**src/rtl/osd_ring_station.sv**
```systemverilog
// ---------------------------------------------------------------------------
// osd_ring_station
//   Debug-ring station that attaches PORTS local DII endpoints to one ring
//   segment. Ring packets whose destination ID (data[15:0] of the first
//   flit) falls in [BASE_ID, BASE_ID+PORTS-1] are ejected to the matching
//   local port with zero added latency. All other ring packets and all
//   local packets are merged onto the downstream ring. The merge uses a
//   packet-atomic round-robin arbiter (source 0 = ring-through, source i+1 =
//   local port i) feeding a one-entry output register.
//
// Ports
//   clk, rst                      clock, synchronous active-high reset
//   ring_in_*  (data/first/last/valid -> ready)    upstream ring
//   ring_out_* (data/first/last/valid <- ready)    downstream ring, registered
//   local_in_*  [PORTS]  endpoint -> station, data flattened at [i*WIDTH +: WIDTH]
//   local_out_* [PORTS]  station -> endpoint, data flattened the same way
//
// Optional feature (macro OSD_RING_STATION_STATS_EN)
//   Adds stat_fwd_pkts / stat_eject_pkts saturating packet counters.
// ---------------------------------------------------------------------------
module osd_ring_station #(
    parameter int PORTS   = 2,
    parameter int BASE_ID = 0,
    parameter int WIDTH   = 16
) (
    input  logic                   clk,
    input  logic                   rst,
    input  logic [WIDTH-1:0]       ring_in_data,
    input  logic                   ring_in_first,
    input  logic                   ring_in_last,
    input  logic                   ring_in_valid,
    output logic                   ring_in_ready,
    output logic [WIDTH-1:0]       ring_out_data,
    output logic                   ring_out_first,
    output logic                   ring_out_last,
    output logic                   ring_out_valid,
    input  logic                   ring_out_ready,
    input  logic [PORTS*WIDTH-1:0] local_in_data,
    input  logic [PORTS-1:0]       local_in_first,
    input  logic [PORTS-1:0]       local_in_last,
    input  logic [PORTS-1:0]       local_in_valid,
    output logic [PORTS-1:0]       local_in_ready,
    output logic [PORTS*WIDTH-1:0] local_out_data,
    output logic [PORTS-1:0]       local_out_first,
    output logic [PORTS-1:0]       local_out_last,
    output logic [PORTS-1:0]       local_out_valid,
    input  logic [PORTS-1:0]       local_out_ready
`ifdef OSD_RING_STATION_STATS_EN
    ,
    output logic [15:0]            stat_fwd_pkts,
    output logic [15:0]            stat_eject_pkts
`endif
);

    localparam int NSRC = PORTS + 1;
    localparam int SW   = $clog2(NSRC);
    localparam int PW   = (PORTS > 1) ? $clog2(PORTS) : 1;

    typedef enum logic [1:0] {IN_IDLE, IN_EJECT, IN_FWD} in_state_t;
    typedef enum logic       {ARB_IDLE, ARB_BUSY}        arb_state_t;

    // ---------------- ingress routing ----------------
    in_state_t     in_state_q, in_state_d;
    logic [PW-1:0] eject_port_q, eject_port_d;
    logic [15:0]   dest;
    logic          dest_hit;
    logic          route_eject;
    logic [PW-1:0] route_port;
    logic          ring_hs;

    assign dest     = ring_in_data[15:0];
    assign dest_hit = (int'(dest) >= BASE_ID) && (int'(dest) < BASE_ID + PORTS);

    // The route is decided from the first flit while idle and then held in
    // state, so body flits need no address decode.
    always_comb begin
        // NOTE: every always_comb output gets a default first so no path can infer a latch.
        route_eject = 1'b0;
        route_port  = eject_port_q;
        case (in_state_q)
            IN_IDLE: begin
                if (ring_in_first && dest_hit) begin
                    route_eject = 1'b1;
                    route_port  = PW'(int'(dest) - BASE_ID);
                end
            end
            IN_EJECT: route_eject = 1'b1;
            default:  route_eject = 1'b0;
        endcase
    end

    // ---------------- egress arbitration ----------------
    arb_state_t     arb_q, arb_d;
    logic [SW-1:0]  gnt_q, gnt_d, rr_q, rr_d;
    logic [NSRC-1:0] src_valid, src_req, src_first, src_last;
    logic [WIDTH-1:0] src_data [NSRC];
    logic           srch_found;
    logic [SW-1:0]  srch_idx;
    int             cand;
    logic           gnt_valid;
    logic [SW-1:0]  gnt_idx;
    logic           sel_valid, sel_first, sel_last;
    logic [WIDTH-1:0] sel_data;
    logic           src_ready;
    logic           xfer;

    always_comb begin
        src_valid[0] = ring_in_valid && !route_eject;
        src_req[0]   = ring_in_valid && !route_eject;
        src_first[0] = ring_in_first;
        src_last[0]  = ring_in_last;
        src_data[0]  = ring_in_data;
        for (int i = 0; i < PORTS; i++) begin
            src_valid[i+1] = local_in_valid[i];
            // Local packets only compete for the ring at a packet start.
            src_req[i+1]   = local_in_valid[i] && local_in_first[i];
            src_first[i+1] = local_in_first[i];
            src_last[i+1]  = local_in_last[i];
            src_data[i+1]  = local_in_data[i*WIDTH +: WIDTH];
        end
    end

    // Round-robin search: first requester at or after rr_q, wrapping.
    always_comb begin
        srch_found = 1'b0;
        srch_idx   = '0;
        cand       = 0;
        for (int k = 0; k < NSRC; k++) begin
            cand = (int'(rr_q) + k) % NSRC;
            if (!srch_found && src_req[SW'(cand)]) begin
                srch_found = 1'b1;
                srch_idx   = SW'(cand);
            end
        end
    end

    assign gnt_valid = (arb_q == ARB_BUSY) || srch_found;
    assign gnt_idx   = (arb_q == ARB_BUSY) ? gnt_q : srch_idx;
    assign sel_valid = gnt_valid && src_valid[gnt_idx];
    assign sel_first = src_first[gnt_idx];
    assign sel_last  = src_last[gnt_idx];
    assign sel_data  = src_data[gnt_idx];
    assign src_ready = !ring_out_valid || ring_out_ready;
    assign xfer      = !rst && sel_valid && src_ready;

    // ---------------- handshake outputs ----------------
    always_comb begin
        ring_in_ready = 1'b0;
        if (!rst) begin
            if (route_eject) begin
                for (int i = 0; i < PORTS; i++)
                    if (route_port == PW'(i)) ring_in_ready = local_out_ready[i];
            end else begin
                ring_in_ready = gnt_valid && (gnt_idx == '0) && src_ready;
            end
        end
        for (int i = 0; i < PORTS; i++) begin
            local_in_ready[i]  = !rst && gnt_valid && (gnt_idx == SW'(i + 1)) && src_ready;
            local_out_valid[i] = !rst && ring_in_valid && route_eject && (route_port == PW'(i));
        end
    end

    // Data and framing are broadcast; only the selected port sees valid.
    assign local_out_data  = {PORTS{ring_in_data}};
    assign local_out_first = {PORTS{ring_in_first}};
    assign local_out_last  = {PORTS{ring_in_last}};

    assign ring_hs = ring_in_valid && ring_in_ready;

    // ---------------- next-state logic ----------------
    always_comb begin
        in_state_d   = in_state_q;
        eject_port_d = eject_port_q;
        case (in_state_q)
            IN_IDLE: begin
                // Single-flit packets and stray body flits stay in IDLE.
                if (ring_hs && ring_in_first && !ring_in_last) begin
                    in_state_d   = route_eject ? IN_EJECT : IN_FWD;
                    eject_port_d = route_port;
                end
            end
            default: begin
                if (ring_hs && ring_in_last) in_state_d = IN_IDLE;
            end
        endcase
    end

    always_comb begin
        arb_d = arb_q;
        gnt_d = gnt_q;
        rr_d  = rr_q;
        if (xfer) begin
            if (sel_last) begin
                arb_d = ARB_IDLE;
                rr_d  = (gnt_idx == SW'(PORTS)) ? '0 : gnt_idx + SW'(1);
            end else begin
                arb_d = ARB_BUSY;
                gnt_d = gnt_idx;
            end
        end
    end

    // ---------------- state and output register ----------------
    // NOTE: sequential state uses non-blocking assignments so every register samples pre-edge values.
    always_ff @(posedge clk) begin
        if (rst) begin
            in_state_q     <= IN_IDLE;
            eject_port_q   <= '0;
            arb_q          <= ARB_IDLE;
            gnt_q          <= '0;
            rr_q           <= '0;
            ring_out_valid <= 1'b0;
            ring_out_first <= 1'b0;
            ring_out_last  <= 1'b0;
            ring_out_data  <= '0;
        end else begin
            in_state_q   <= in_state_d;
            eject_port_q <= eject_port_d;
            arb_q        <= arb_d;
            gnt_q        <= gnt_d;
            rr_q         <= rr_d;
            if (xfer) begin
                ring_out_valid <= 1'b1;
                ring_out_first <= sel_first;
                ring_out_last  <= sel_last;
                ring_out_data  <= sel_data;
            end else if (ring_out_ready) begin
                ring_out_valid <= 1'b0;
            end
        end
    end

`ifdef OSD_RING_STATION_STATS_EN
    // Packet counters, saturating at 0xFFFF.
    logic fwd_done, eject_done;
    assign fwd_done   = xfer && (gnt_idx == '0) && sel_last;
    assign eject_done = ring_hs && route_eject && ring_in_last;

    always_ff @(posedge clk) begin
        if (rst) begin
            stat_fwd_pkts   <= '0;
            stat_eject_pkts <= '0;
        end else begin
            if (fwd_done && stat_fwd_pkts != 16'hFFFF)
                stat_fwd_pkts <= stat_fwd_pkts + 16'd1;
            if (eject_done && stat_eject_pkts != 16'hFFFF)
                stat_eject_pkts <= stat_eject_pkts + 16'd1;
        end
    end
`else
    // Statistics counters are not built; routing is unaffected.
`endif

endmodule

```
**config.mk**
```make
export PLATFORM = sky130hd
export DESIGN_NAME = osd_ring_station
export DESIGN_NICKNAME = d
export VERILOG_FILES = /design/src/rtl/osd_ring_station.sv
export SDC_FILE = /design/constraint.sdc
export NUM_CORES = 1
export LEC_CHECK = 0
export ABC_AREA = 1
export BUFFER_PORTS_ARGS = -buffer_cell sky130_fd_sc_hd__buf_4
export CORE_UTILIZATION = 48
export DETAILED_ROUTE_END_ITERATION = 12
export PLACE_DENSITY = 0.95
export SLEW_MARGIN = 10
export SYNTH_ARGS = -nofsm -noshare
export SYNTH_HDL_FRONTEND = slang
export SYNTH_SLANG_ARGS = --single-unit
```
**constraint.sdc**
```tcl
create_clock -name clk -period 3.9 [get_ports clk]
set_clock_uncertainty 0.05 [all_clocks]
set_input_delay 0.78 -clock clk [delete_from_list [all_inputs] [get_ports clk]]
set_output_delay 0.78 -clock clk [all_outputs]
set_load 0.02 [all_outputs]
```
; Word level (Yosys, flattened, before mapping)
; Cells that the tools add are included.
[totals]
reg_bits = 27
output_inout_bits = 60
wordCells = 108
[op_classes]
n_addsub = 3
div_mod_pow = 3
magnitude_cmp = 6
eq_ne = 4
muxes = 40
n_bitwise = 3
reduce_logical = 40
[op_table]
columns = op, n
row1 = $mod 32x3->32 const B, 2
row2 = $bmux 16 s2, 1
row3 = $mod 3x3->32 const B, 1
row4 = $mux 16, 2
row5 = $logic_and 1x1->1, 24
row6 = $mux 1, 21
row7 = $mux 2, 9
row8 = $lt 16x2->1 const B, 1
row9 = $bmux 1 s2, 6
row10 = $lt 2x4->1 const B, 3
row11 = $reduce_and 2->1, 4
row12 = $logic_not 1->1, 6
row13 = $eq 2x1->1 const B, 2
row14 = $logic_not 2->1, 2
row15 = $reduce_bool 2->1, 2
row16 = $add 2x1->3 const B, 1
row17 = $add 2x2->3 const B, 1
row18 = $ge 3x3->1 const B, 1
row19 = $lt 2x3->1 const B, 1
row20 = $not 2->3, 1
row21 = $add 2x1->2 const B, 1
row22 = $eq 2x2->1 const B, 1
row23 = $logic_or 1x1->1, 2
row24 = $ne 2x2->1 const B, 1
row25 = 2 further kinds, 3

; Depth between registers and ports, before layout
; Gate-level depths: netlist (run 1).
[depth]
word_depth = 27
depth_mapped = 23

; Least setup slack after synthesis (run 1)
; No wires, ideal clock.
[synth_timing]
path_kind = input port to output port
startpoint = input ring_in_data[7]
endpoint = output ring_in_ready
t_arrival_ns = 2.331
slack_ns = 0.739
cell_stages = 15
cell_sequence = nor2_1 > nand2_1 > nor2_1 > nand3_2 > nand3_2 > nand2_1 > nand2_1 > nand2_1 > nand4_1 > nand2_1 > nand2_2 > nand2_4 > nor2_4 > nand2_1 > a21oi_1
[synth_between]
elab_chain_cells = 22
word_cells_on_any_way = 35
cone_classes = order compare (1) / mux (23) / reduce/logical (11)
[synth_rtl]
columns = item, line_no
row1 = "start, declared", 28  ; input logic [WIDTH-1:0] ring_in_data,
row2 = $lt 16x2->1 (*), 72  ; assign dest_hit = (int'(dest) >= BASE_ID) && (int'(dest) < BASE_ID + PORTS);
row3 = $logic_and 1x1->1 (*), 82  ; if (ring_in_first && dest_hit) begin
row4 = $mux 1, 82
row5 = $pmux 1 s2, 80  ; case (in_state_q)
row6 = $logic_not 1->1, 109  ; src_req[0] = ring_in_valid && !route_eject;
row7 = $logic_and 1x1->1, 109
row8 = $bmux 1 s2, 130  ; if (!srch_found && src_req[SW'(cand)]) begin
row9 = $mux 1 (implied by the code) (2 in a row), 130
row10 = (+4 left out), --
row11 = $logic_not 1->1, 130
row12 = $logic_and 1x1->1, 130
row13 = $mux 2, 130
row14 = $mux 2, 138  ; assign gnt_idx = (arb_q == ARB_BUSY) ? gnt_q : srch_idx;
row15 = $logic_not 2->1, 154  ; ring_in_ready = gnt_valid && (gnt_idx == '0) && src_ready;
row16 = $logic_and 1x1->1 (2 in a row), 154
row17 = $mux 1 (*), 150  ; if (route_eject) begin
row18 = $mux 1 (*), 149  ; if (!rst) begin
row19 = "end, declared", 32  ; output logic ring_in_ready,
; Mark *: on every way between the ends. The rest lies on a longest branch, timed or not. The select of a mux whose other input is x is not followed.

; Final worst setup path (run 1)
; Ends and elaborated chain as after synthesis.

==> results of run 1 <==
[layout by cell type, fill, tap and decap left out]
cell / count
nand3b_1: 2
nor3_1: 6
nand2_1: 134
inv_2: 4
clkbuf_8: 3
o21a_1: 1
a21boi_2: 1
nor2_2: 3
o211ai_1: 1
a21oi_4: 1
buf_4: 125
nand2_2: 3
o21ai_0: 5
o21bai_1: 1
nand3_1: 30
clkinv_1: 2
a21oi_1: 18
nand4_1: 4
dfxtp_1: 27
nand3_2: 2
nor2_4: 2
inv_1: 21
clkinv_2: 1
nor2_1: 41
ha_1: 2
nand2_4: 1
a21oi_2: 3
a21boi_0: 1
[through the flow]
stage	utilization [%]	setup WS, ns	hold WS [ns]	total power, W	area (um2)
detailed placement	65.2	0.504	0.408	0.00153	2840
CTS	66.2	0.480	0.424	0.00169	2880
global placement	65.2	0.559	0.402	0.00150	2840
finish	66.2	0.466	0.423	0.00170	2880
global route	66.2	0.265	0.445	0.00184	2880
floorplan	-	0.739	0.405	0.00121	2170
[cells by family (layout without fill, tap and decap cells)]
kind of cell	count (synthesis)	in the layout	synth area share, %
AND/OR/NAND/NOR	228	228	44.6
buffers and inverters	72	156	20.2
AO/OA/AOI/OAI	32	32	9.17
flip-flops	27	27	24.9
adder cells (fa/ha/maj)	2	2	1.15
[worst max path at each step]
stage | from | end | slack, ns | cells past startpoint
global route | ring_in_data[11] | ring_in_ready | 0.26 | 17
detailed placement | ring_in_data[15] | ring_in_ready | 0.50 | 17
CTS | ring_in_data[15] | ring_in_ready | 0.48 | 17
floorplan | ring_in_data[7] | ring_in_ready | 0.74 | 15
global placement | ring_in_data[13] | ring_in_ready | 0.56 | 17
finish | ring_in_data[7] | ring_in_ready | 0.47 | 17
[final cells by class]
type / count / area [um2] / share of cell area (%)
multi-input combinational: 262 / 1190 / 41.3
timing repair buffer: 125 / 938 / 32.5
sequential: 27 / 541 / 18.7
inverter: 27 / 101 / 3.51
tap: 52 / 65.1 / 2.26
clock buffer: 3 / 41.3 / 1.43
clock inverter: 1 / 5.00 / 0.174
[synth_stat cells (2+ instances only)]
cell      number  area share [%]
nor2_1        41             7.1
nand2_1      134              23
o21ai_0        5             1.2
nor2_4         2             1.0
nand4_1        4             1.2
nand2_2        3            0.86
a21oi_1       18             4.2
a21oi_2        3             1.2
dfxtp_1       27              25
clkbuf_1       2            0.35
ha_1           2             1.2
buf_2          2            0.46
nor2_2         3            0.86
buf_4         38              13
nor3_1         6             1.4
nand3b_1       2            0.69
inv_2          4            0.69
nand3_2        2            0.92
buf_6          3             1.6
clkinv_1       2            0.35
inv_1         21             3.6
nand3_1       30             6.9
[flip-flops by register name, summed over array words and instances (netlist names)]
name            count
ring_out_last       1
arb_q               1
ring_out_data      16
rr_q                2
eject_port_q        1
ring_out_valid      1
in_state_q          2
gnt_q               2
ring_out_first      1
[critical path, cell delays in order]
cell      delay (ns)
buf_4           0.12
nor2_1          0.10
nand2_1         0.06
nor2_1          0.18
nand3_2         0.18
nand4_1         0.14
nand2_1         0.08
nand3_1         0.07
nand2_1         0.05
clkinv_1        0.04
nand2_1         0.09
nand2_1         0.07
nand2_1         0.12
nor2_4          0.13
nand2_1         0.07
a21oi_1         0.15
buf_4           0.16
[power by group through the flow]
stage | registers [W] | clock network (W) | logic (W)
3_5_place_dp | 0.000411 | 0 | 0.00112
4_1_cts | 0.000405 | 0.000168 | 0.00112
5_1_grt | 0.000414 | 0.000178 | 0.00125
6_report | 0.000406 | 0.000165 | 0.00113
2_1_floorplan | 0.000477 | 0 | 0.000735
3_3_place_gp | 0.000408 | 0 | 0.00110
[routing by layer]
layer,vias up,part of all wire [%],global-route usage [%]
li1,1271,-,-
met1,1113,41,31.5
met2,124,50,46.8
met3,20,6.3,3.49
met4,0,2.8,10.9
met5,-,0,0
==> results.json, run 1 <==
{
  "ys_seq_elements": 27,
  "ant_nets": 0,
  "antenna_found_initial": 0,
  "arrival_ns": 2.60,
  "end_kind": "output port",
  "drv_slew": 0,
  "sw_frac_of_total_pct": 50.6,
  "drv_cap": 0,
  "clkTransAtPathRegs_ns": 0.10,
  "synth-warning-count": 0,
  "syn-instance-count": 361,
  "ff2ff_setup_slack_ns": 1.00,
  "layout_min_cycle_time_ns": 3.43,
  "nets": 510,
  "drcViolationCount": 0,
  "worstSkewPairLatency_ns": 0.28,
  "hold_class": "reg2reg",
  "drt_iter0_markers": 145,
  "wl_per_cell_um": 12.8,
  "layout-drive-gt1-share_pct": 33.5,
  "ys.flop_type": "dfxtp_1",
  "num_vias": 2528,
  "slew_headroom_pct": 67.5,
  "critPathMaxFanout": 5,
  "first_pass_iters": 4,
  "min_period_over_period_pct": 88.0,
  "synth-async-reset-ratio_pct": 0,
  "finalSetupViolCount": 0,
  "place.gp.congestion": 0.906,
  "p_int_w": 0.000840,
  "p_seq_share_pct": 23.9,
  "cts.sinks": 27,
  "numCtsBuffers": 3,
  "grt_pass1_wl_mm": 10.4,
  "r2r_cells": 16,
  "min_to": "ring_out_data[12]",
  "cts-root-buf": "clkbuf_8",
  "die_x_um": 69.3,
  "track_usage_pct": 26.3,
  "ctsResizeCount": 0,
  "p_leak_nw": 1.52,
  "min_from": "ring_out_data[12]",
  "avgSynthCellArea_um2": 6.01,
  "worstMarginPinSlew_ns": 0.486,
  "start_util_pct": 49.9,
  "core_area_um2": 4350,
  "regToRegStartpoint": "rr_q[0]",
  "fmax_mhz": 291,
  "cts_setup_buffers": 0,
  "synth_fp_nets": 425,
  "io_pins": 122,
  "syn_area_um2": 2170,
  "hpwlAfterDp_mm": 4.84,
  "clkPwrFrac_pct": 9.7,
  "power_switching_w": 0.000860,
  "grt_overflow_total": 0,
  "htree_levels": 1,
  "cts_hold_buf": 0,
  "rsz0062_at_grt": "no",
  "peakVddDrop_mv": 0.273,
  "nFillCells": 386,
  "syn2layout_area_growth_pct": 32.9,
  "synth_edf_count": 0,
  "p_comb_share_pct": 66.4,
  "start_kind": "input pin",
  "hold_viol": 0,
  "yosys.cell_types.count": 29,
  "wl_mm": 6.34,
  "cts_tree": "done",
  "first_global_vias": 2398,
  "die-height_um": 69.3,
  "critPathKind": "in2out",
  "avgViaCountPerCell": 5.09,
  "dpl.cell_count": 493,
  "status": "complete, no violations",
  "num_rows": 24,
  "whs_path_depth": 2,
  "r2r-end": "ring_out_data[1]",
  "critPathRequiredTime_ns": 3.07,
  "clockBufferDepth": 2,
  "layout.cells.non_filler": 497,
  "grt_max_degree": 23,
  "p_per_area_nw_per_um2": 590,
  "diodes": 0,
  "totalNegativeSetupSlack_ns": 0,
  "fp.dieArea_um2": 4800,
  "yosysSeqAreaShare_pct": 24.9,
  "port_buffers": 121
}
Note: power is estimated with default switching activity, not from simulation.
==> run 2: changes to the inputs <==
--- a/config.mk
+++ b/config.mk
@@ -6,10 +6,10 @@
 export NUM_CORES = 1
 export LEC_CHECK = 0
 export ABC_AREA = 1
-export BUFFER_PORTS_ARGS = -buffer_cell sky130_fd_sc_hd__buf_4
-export CORE_UTILIZATION = 48
+export CORE_UTILIZATION = 60
 export DETAILED_ROUTE_END_ITERATION = 12
-export PLACE_DENSITY = 0.95
+export DONT_BUFFER_PORTS = 1
+export PLACE_DENSITY = 0.87
 export SLEW_MARGIN = 10
 export SYNTH_ARGS = -nofsm -noshare
 export SYNTH_HDL_FRONTEND = slang
==> run 2 against run 1 <==
Effect of this change: flip-flop and latch count is the same; design area down 32%; global-route usage rose by 1.9 points; largest power group unchanged; critical path depth shrank 5; count of clock-buffer cells in the layout increased by 1; total power shrank 15%; highest routed layer unchanged; worst setup slack better by 0.0037 ns; clock power decreased by 27%; core utilization decreased by 8.5 points; combinational power fell by 27%; register-to-register slack got worse by 0.05 ns; via count fell by 17%.
==> results.json, run 2 (synthesis gave the netlist of run 1 again) <==
{
  "status": "complete, no violations",
  "final_common_cell": "nand2_1",
  "end_kind": "output port",
  "final_util_pct": 57.7,
  "critPathKind": "reg2out",
  "multi_input_area_um2": 1190,
  "p_seq_share_pct": 34.0,
  "worstMarginPinSlew_ns": 0.451,
  "arrival_ns": 2.60,
  "ctsResizeCount": 0,
  "first_global_vias": 2019,
  "cts.sinks": 27,
  "start_kind": "flop",
  "critPathMaxFanout": 8,
  "critPathRequiredTime_ns": 3.07,
  "worstSkewPairLatency_ns": 0.32,
  "wl_per_cell_um": 14.2,
  "drt_iter0_markers": 119,
  "fmax_mhz": 292,
  "dpl.cell_count": 367,
  "wl_mm": 5.28,
  "final_cell_mix": "134 x nand2_1, 41 x nor2_1, 30 x nand3_1",
  "hold_viol": 0,
  "clkTransAtPathRegs_ns": 0.14,
  "sw_frac_of_total_pct": 53.5,
  "io_pins": 122,
  "ant_nets": 0,
  "p_leak_nw": 0.921,
  "p_per_area_nw_per_um2": 735,
  "clkPwrFrac_pct": 8.4,
  "hold_class": "in2reg",
  "nFillCells": 363,
  "nets": 390,
  "grt_max_degree": 23,
  "grt_overflow_total": 0,
  "core_area_um2": 3390,
  "seqCellArea_um2": 541,
  "min_period_over_period_pct": 88.0,
  "hpwlAfterDp_mm": 4.01,
  "place.gp.congestion": 0.963,
  "die-height_um": 62.2,
  "die_x_um": 62.2,
  "power_switching_w": 0.000770,
  "num_vias": 2091,
  "crit_chain": "inv_1, ha_1, inv_1, o21ai_0, inv_1, nand2_1, nand2_1, nand4_1, nand2_1, a21oi_4, nand2_1, nor2_1",
  "htree_levels": 1,
  "num_rows": 21,
  "avgViaCountPerCell": 5.64,
  "first_pass_iters": 4,
  "clockBufferDepth": 2,
  "cts_tree": "done",
  "drv_cap": 0,
  "path_buf_inv": 3,
  "cp_slowest_cell": "dfxtp_1",
  "critPathTopFamily": "simple AND/OR/NAND/NOR gates",
  "cts_hold_buf": 0,
  "layout_min_cycle_time_ns": 3.43,
  "syn2layout_area_growth_pct": -9.91,
  "layout-drive-gt1-share_pct": 8.62,
  "totalNegativeSetupSlack_ns": 0,
  "critical-path-max-stage-delay_ns": 0.39,
  "p_int_w": 0.000668,
  "fin_ws_ns": 0.470,
  "cts_setup_buffers": 0,
  "drcViolationCount": 0,
  "finalSetupViolCount": 0,
  "largest_register_ffs": 16,
  "peakVddDrop_mv": 0.305,
  "rsz0062_at_grt": "no",
  "pre_cts_ws_ns": 0.583,
  "start_util_pct": 64.0,
  "crit_top_cell": "nand2_1",
  "layout.cells.non_filler": 371,
  "top_register": "ring_out_data",
  "cts-root-buf": "clkbuf_4",
  "p_comb_share_pct": 57.6,
  "numCtsBuffers": 3,
  "drv_slew": 0,
  "diodes": 0,
  "slew_headroom_pct": 69.8,
  "fp.dieArea_um2": 3860,
  "antenna_found_initial": 0,
  "track_usage_pct": 28.2,
  "grt_pass1_wl_mm": 8.77,
  "hold_ws_ns": 0.440,
  "port_buffers": 0
}
[run 2: path summary, 6_finish.rpt]
path                            startpoint                end  slack, ns  cells past startpoint
worst max register to register     rr_q[0]            rr_q[0]       0.95                     17
worst max-delay path               rr_q[0]  local_in_ready[0]       0.47                     12
worst min-delay path                   rst   ring_out_data[4]       0.44                      1
worst min register to register    gnt_q[1]           gnt_q[1]       0.46                      2
[run 2: power groups by stage]
| stage | Sequential (W) | Combinational (W) | Clock (W) |
|---|---|---|---|
| after floorplan | 0.000477 | 0.000735 | 0 |
| after detailed placement | 0.000495 | 0.000825 | 0 |
| final | 0.000488 | 0.000829 | 0.000121 |
| after global routing | 0.000496 | 0.000942 | 0.000137 |
| after global placement | 0.000493 | 0.000799 | 0 |
| after CTS | 0.000489 | 0.000827 | 0.000126 |
[run 2: per-layer routing]
layer,GRT usage (%),vias to the layer above,wire [um]
li1,-,1028,-
met1,31.0,920,2070
met2,49.5,127,2520
met3,6.25,16,545
met4,16.6,0,140
met5,0,-,0
[run 2: layout make-up]
cell class | count | share of cell area [%]
multi-input cells | 262 | 61.0
flip-flops and latches | 27 | 27.6
inverters | 27 | 5.18
well taps | 46 | 2.94
repair buffers | 5 | 1.92
clock buffers | 4 | 1.34
[run 2: metrics by stage]
step           cell area, um2  total power [W]
2_1_floorplan            2170          0.00121
3_5_place_dp             1930          0.00132
3_3_place_gp             1930          0.00129
6_report                 1960          0.00144
4_1_cts                  1960          0.00144
5_1_grt                  1960          0.00157
==> run 3: changes to the inputs <==
==> constraint.sdc (replaced) <==
create_clock -name clk -period 3.9 [get_ports clk]
set_clock_uncertainty 0.05 [all_clocks]
set_input_delay 1.17 -clock clk [delete_from_list [all_inputs] [get_ports clk]]
set_output_delay 1.17 -clock clk [all_outputs]
set_load 0.02 [all_outputs]
==> run 3 against run 2 <==
Effect of this change: the flow now finishes with violations (DRC, setup timing); final cell count up 4.0%; wire length up 4.4%; design area up 11%; worst setup slack worse by 0.50 ns; register-to-register slack better by 0.05 ns; critical endpoint is now ring_in_ready; largest power group unchanged; highest routed layer unchanged.
==> results.json, run 3 (synthesis gave the netlist of run 1 again) <==
{
  "grt_pass1_wl_mm": 8.58,
  "first_pass_iters": 9,
  "min_from": "gnt_q[0]",
  "wl_per_cell_um": 14.3,
  "start_util_pct": 64.0,
  "drv_cap": 0,
  "num_rows": 21,
  "hpwlAfterDp_mm": 4.02,
  "path_buf_inv": 2,
  "ant_nets": 0,
  "multi_input_area_um2": 1290,
  "critPathRequiredTime_ns": 2.68,
  "cts-root-buf": "clkbuf_4",
  "rsz0062_at_grt": "yes",
  "nFillCells": 310,
  "cp_num_cells": 17,
  "track_usage_pct": 27.4,
  "regToRegStartpoint": "rr_q[0]",
  "met2_length_mm": 2.64,
  "critPathTopFamily": "simple AND/OR/NAND/NOR gates",
  "final_area_um2": 2180,
  "final_common_cell": "nand2_1",
  "syn2layout_area_growth_pct": 0.288,
  "clockBufferDepth": 2,
  "layout-drive-gt1-share_pct": 19.7,
  "cts_tree": "done",
  "r2r_cells": 22,
  "diodes": 0,
  "status": "finished, violations left",
  "cts.sinks": 27,
  "violations": "DRC, setup timing",
  "critPathMaxFanout": 4,
  "grt_overflow_total": 0,
  "hold_viol": 0,
  "top_register": "ring_out_data",
  "p_leak_nw": 1.00,
  "die_x_um": 62.2,
  "crit_chain": "inv_4, nor2_2, nand2_1, nor2_2, nand3_4, nand3_4, nand2_2, nand2_2, nand2_2, nand4_1, nand2_2, nand2_2, nand2_4, nor2_4, nand2_2, a21oi_2, buf_4",
  "grt_max_degree": 23,
  "final_cell_mix": "123 x nand2_1, 32 x nor2_1, 30 x nand3_1",
  "dr_wl_met3_um": 371,
  "drt_iter0_markers": 152,
  "antenna_found_initial": 0,
  "numCtsBuffers": 3,
  "first_global_vias": 1930,
  "min_period_over_period_pct": 101,
  "fp.dieArea_um2": 3860,
  "route.top_layer_used": "met4",
  "htree_levels": 1,
  "final_util_pct": 64.2,
  "cp_slowest_cell": "nor2_2",
  "core_area_um2": 3390,
  "peakVddDrop_mv": 0.306,
  "min_to": "gnt_q[0]",
  "slew_headroom_pct": 74.8,
  "seqCellArea_um2": 541,
  "critPathKind": "in2out",
  "crit_top_cell": "nand2_2",
  "port_buffers": 0,
  "finalSetupViolCount": 1,
  "worstSkewPairLatency_ns": 0.32,
  "num_vias": 2091,
  "ff2ff_setup_slack_ns": 1.00,
  "wl_met1_mm": 2.36,
  "worstMarginPinSlew_ns": 0.376,
  "arrival_ns": 2.71,
  "largest_register_ffs": 16,
  "end_kind": "output port",
  "fin_ws_ns": -0.0283,
  "avgViaCountPerCell": 5.42,
  "layout_min_cycle_time_ns": 3.93,
  "fmax_mhz": 255,
  "die-height_um": 62.2,
  "start_kind": "input pin",
  "r2r-end": "rr_q[0]",
  "critical-path-max-stage-delay_ns": 0.14,
  "clkTransAtPathRegs_ns": 0.15,
  "place.gp.congestion": 0.940,
  "p_total_w": 0.00157,
  "whs_path_depth": 2,
  "p_per_area_nw_per_um2": 721,
  "wl_mm": 5.51,
  "nets": 405,
  "drcViolationCount": 1,
  "drv_slew": 0,
  "place_area_um2": 2000,
  "hold_class": "reg2reg",
  "io_pins": 122
}
==> run 3: cell count changes in the layout (fill, tap and decap cells not counted), sizes merged <==
cell / before / now
buf: 5 / 20
==> run 3: worst max path at each step <==
stage,startpoint,to
after floorplan,ring_in_data[7],local_in_ready[1]
after global placement,ring_in_data[9],local_in_ready[0]
after detailed placement,ring_in_data[9],local_in_ready[0]
after CTS,ring_in_data[9],local_in_ready[0]
after global routing,ring_in_data[11],ring_in_ready
final,ring_in_first,ring_in_ready
==> run 3: final cells by class <==
class,instances,area share [%]
multi-input cells,262,59.3
repair buffers,20,7.24
clock buffers,4,1.21
inverters,27,4.77
well taps,46,2.64
flip-flops and latches,27,24.8
==> run 3: tightest hold or removal path: stages (launching register included) <==
cell,delay (ns)
dfxtp_1,0.34
nor2_1,0.10
nor2_1,0.05
==> run 3: report_power, final <==
| part | total (W) | internal, W | switching (W) |
|---|---|---|---|
| clock network | 0.000120 | 0.0000400 | 0.0000804 |
| registers | 0.000490 | 0.000358 | 0.000132 |
| logic | 0.000959 | 0.000356 | 0.000603 |
==> run 3: what timing repair did <==
action                                  in CTS  in global routing
setup buffers                                1                  5
hold buffers                                 0                  0
pin swaps                                    3                 20
gates resized for setup                      3                 29
endpoints found under the setup margin       3                  3
cloned                                       0                  0
==> run 3: layer usage <==
layer	vias to the layer above	global-route usage, %
met2	107	47.1
met3	16	3.86
met1	909	35.1
met5	-	0
met4	0	8.43
li1	1059	-
==> run 3: stage by stage <==
stage	setup slack [ns]	setup TNS [ns]	std cells	hold WS, ns
floorplan	0.0351	0	361	0.405
global placement	0.0134	0	376	0.426
detailed placement	-0.0299	-0.0305	376	0.438
CTS	0.00779	0	381	0.458
global route	-0.101	-0.219	386	0.480
finish	-0.0283	-0.0283	386	0.464
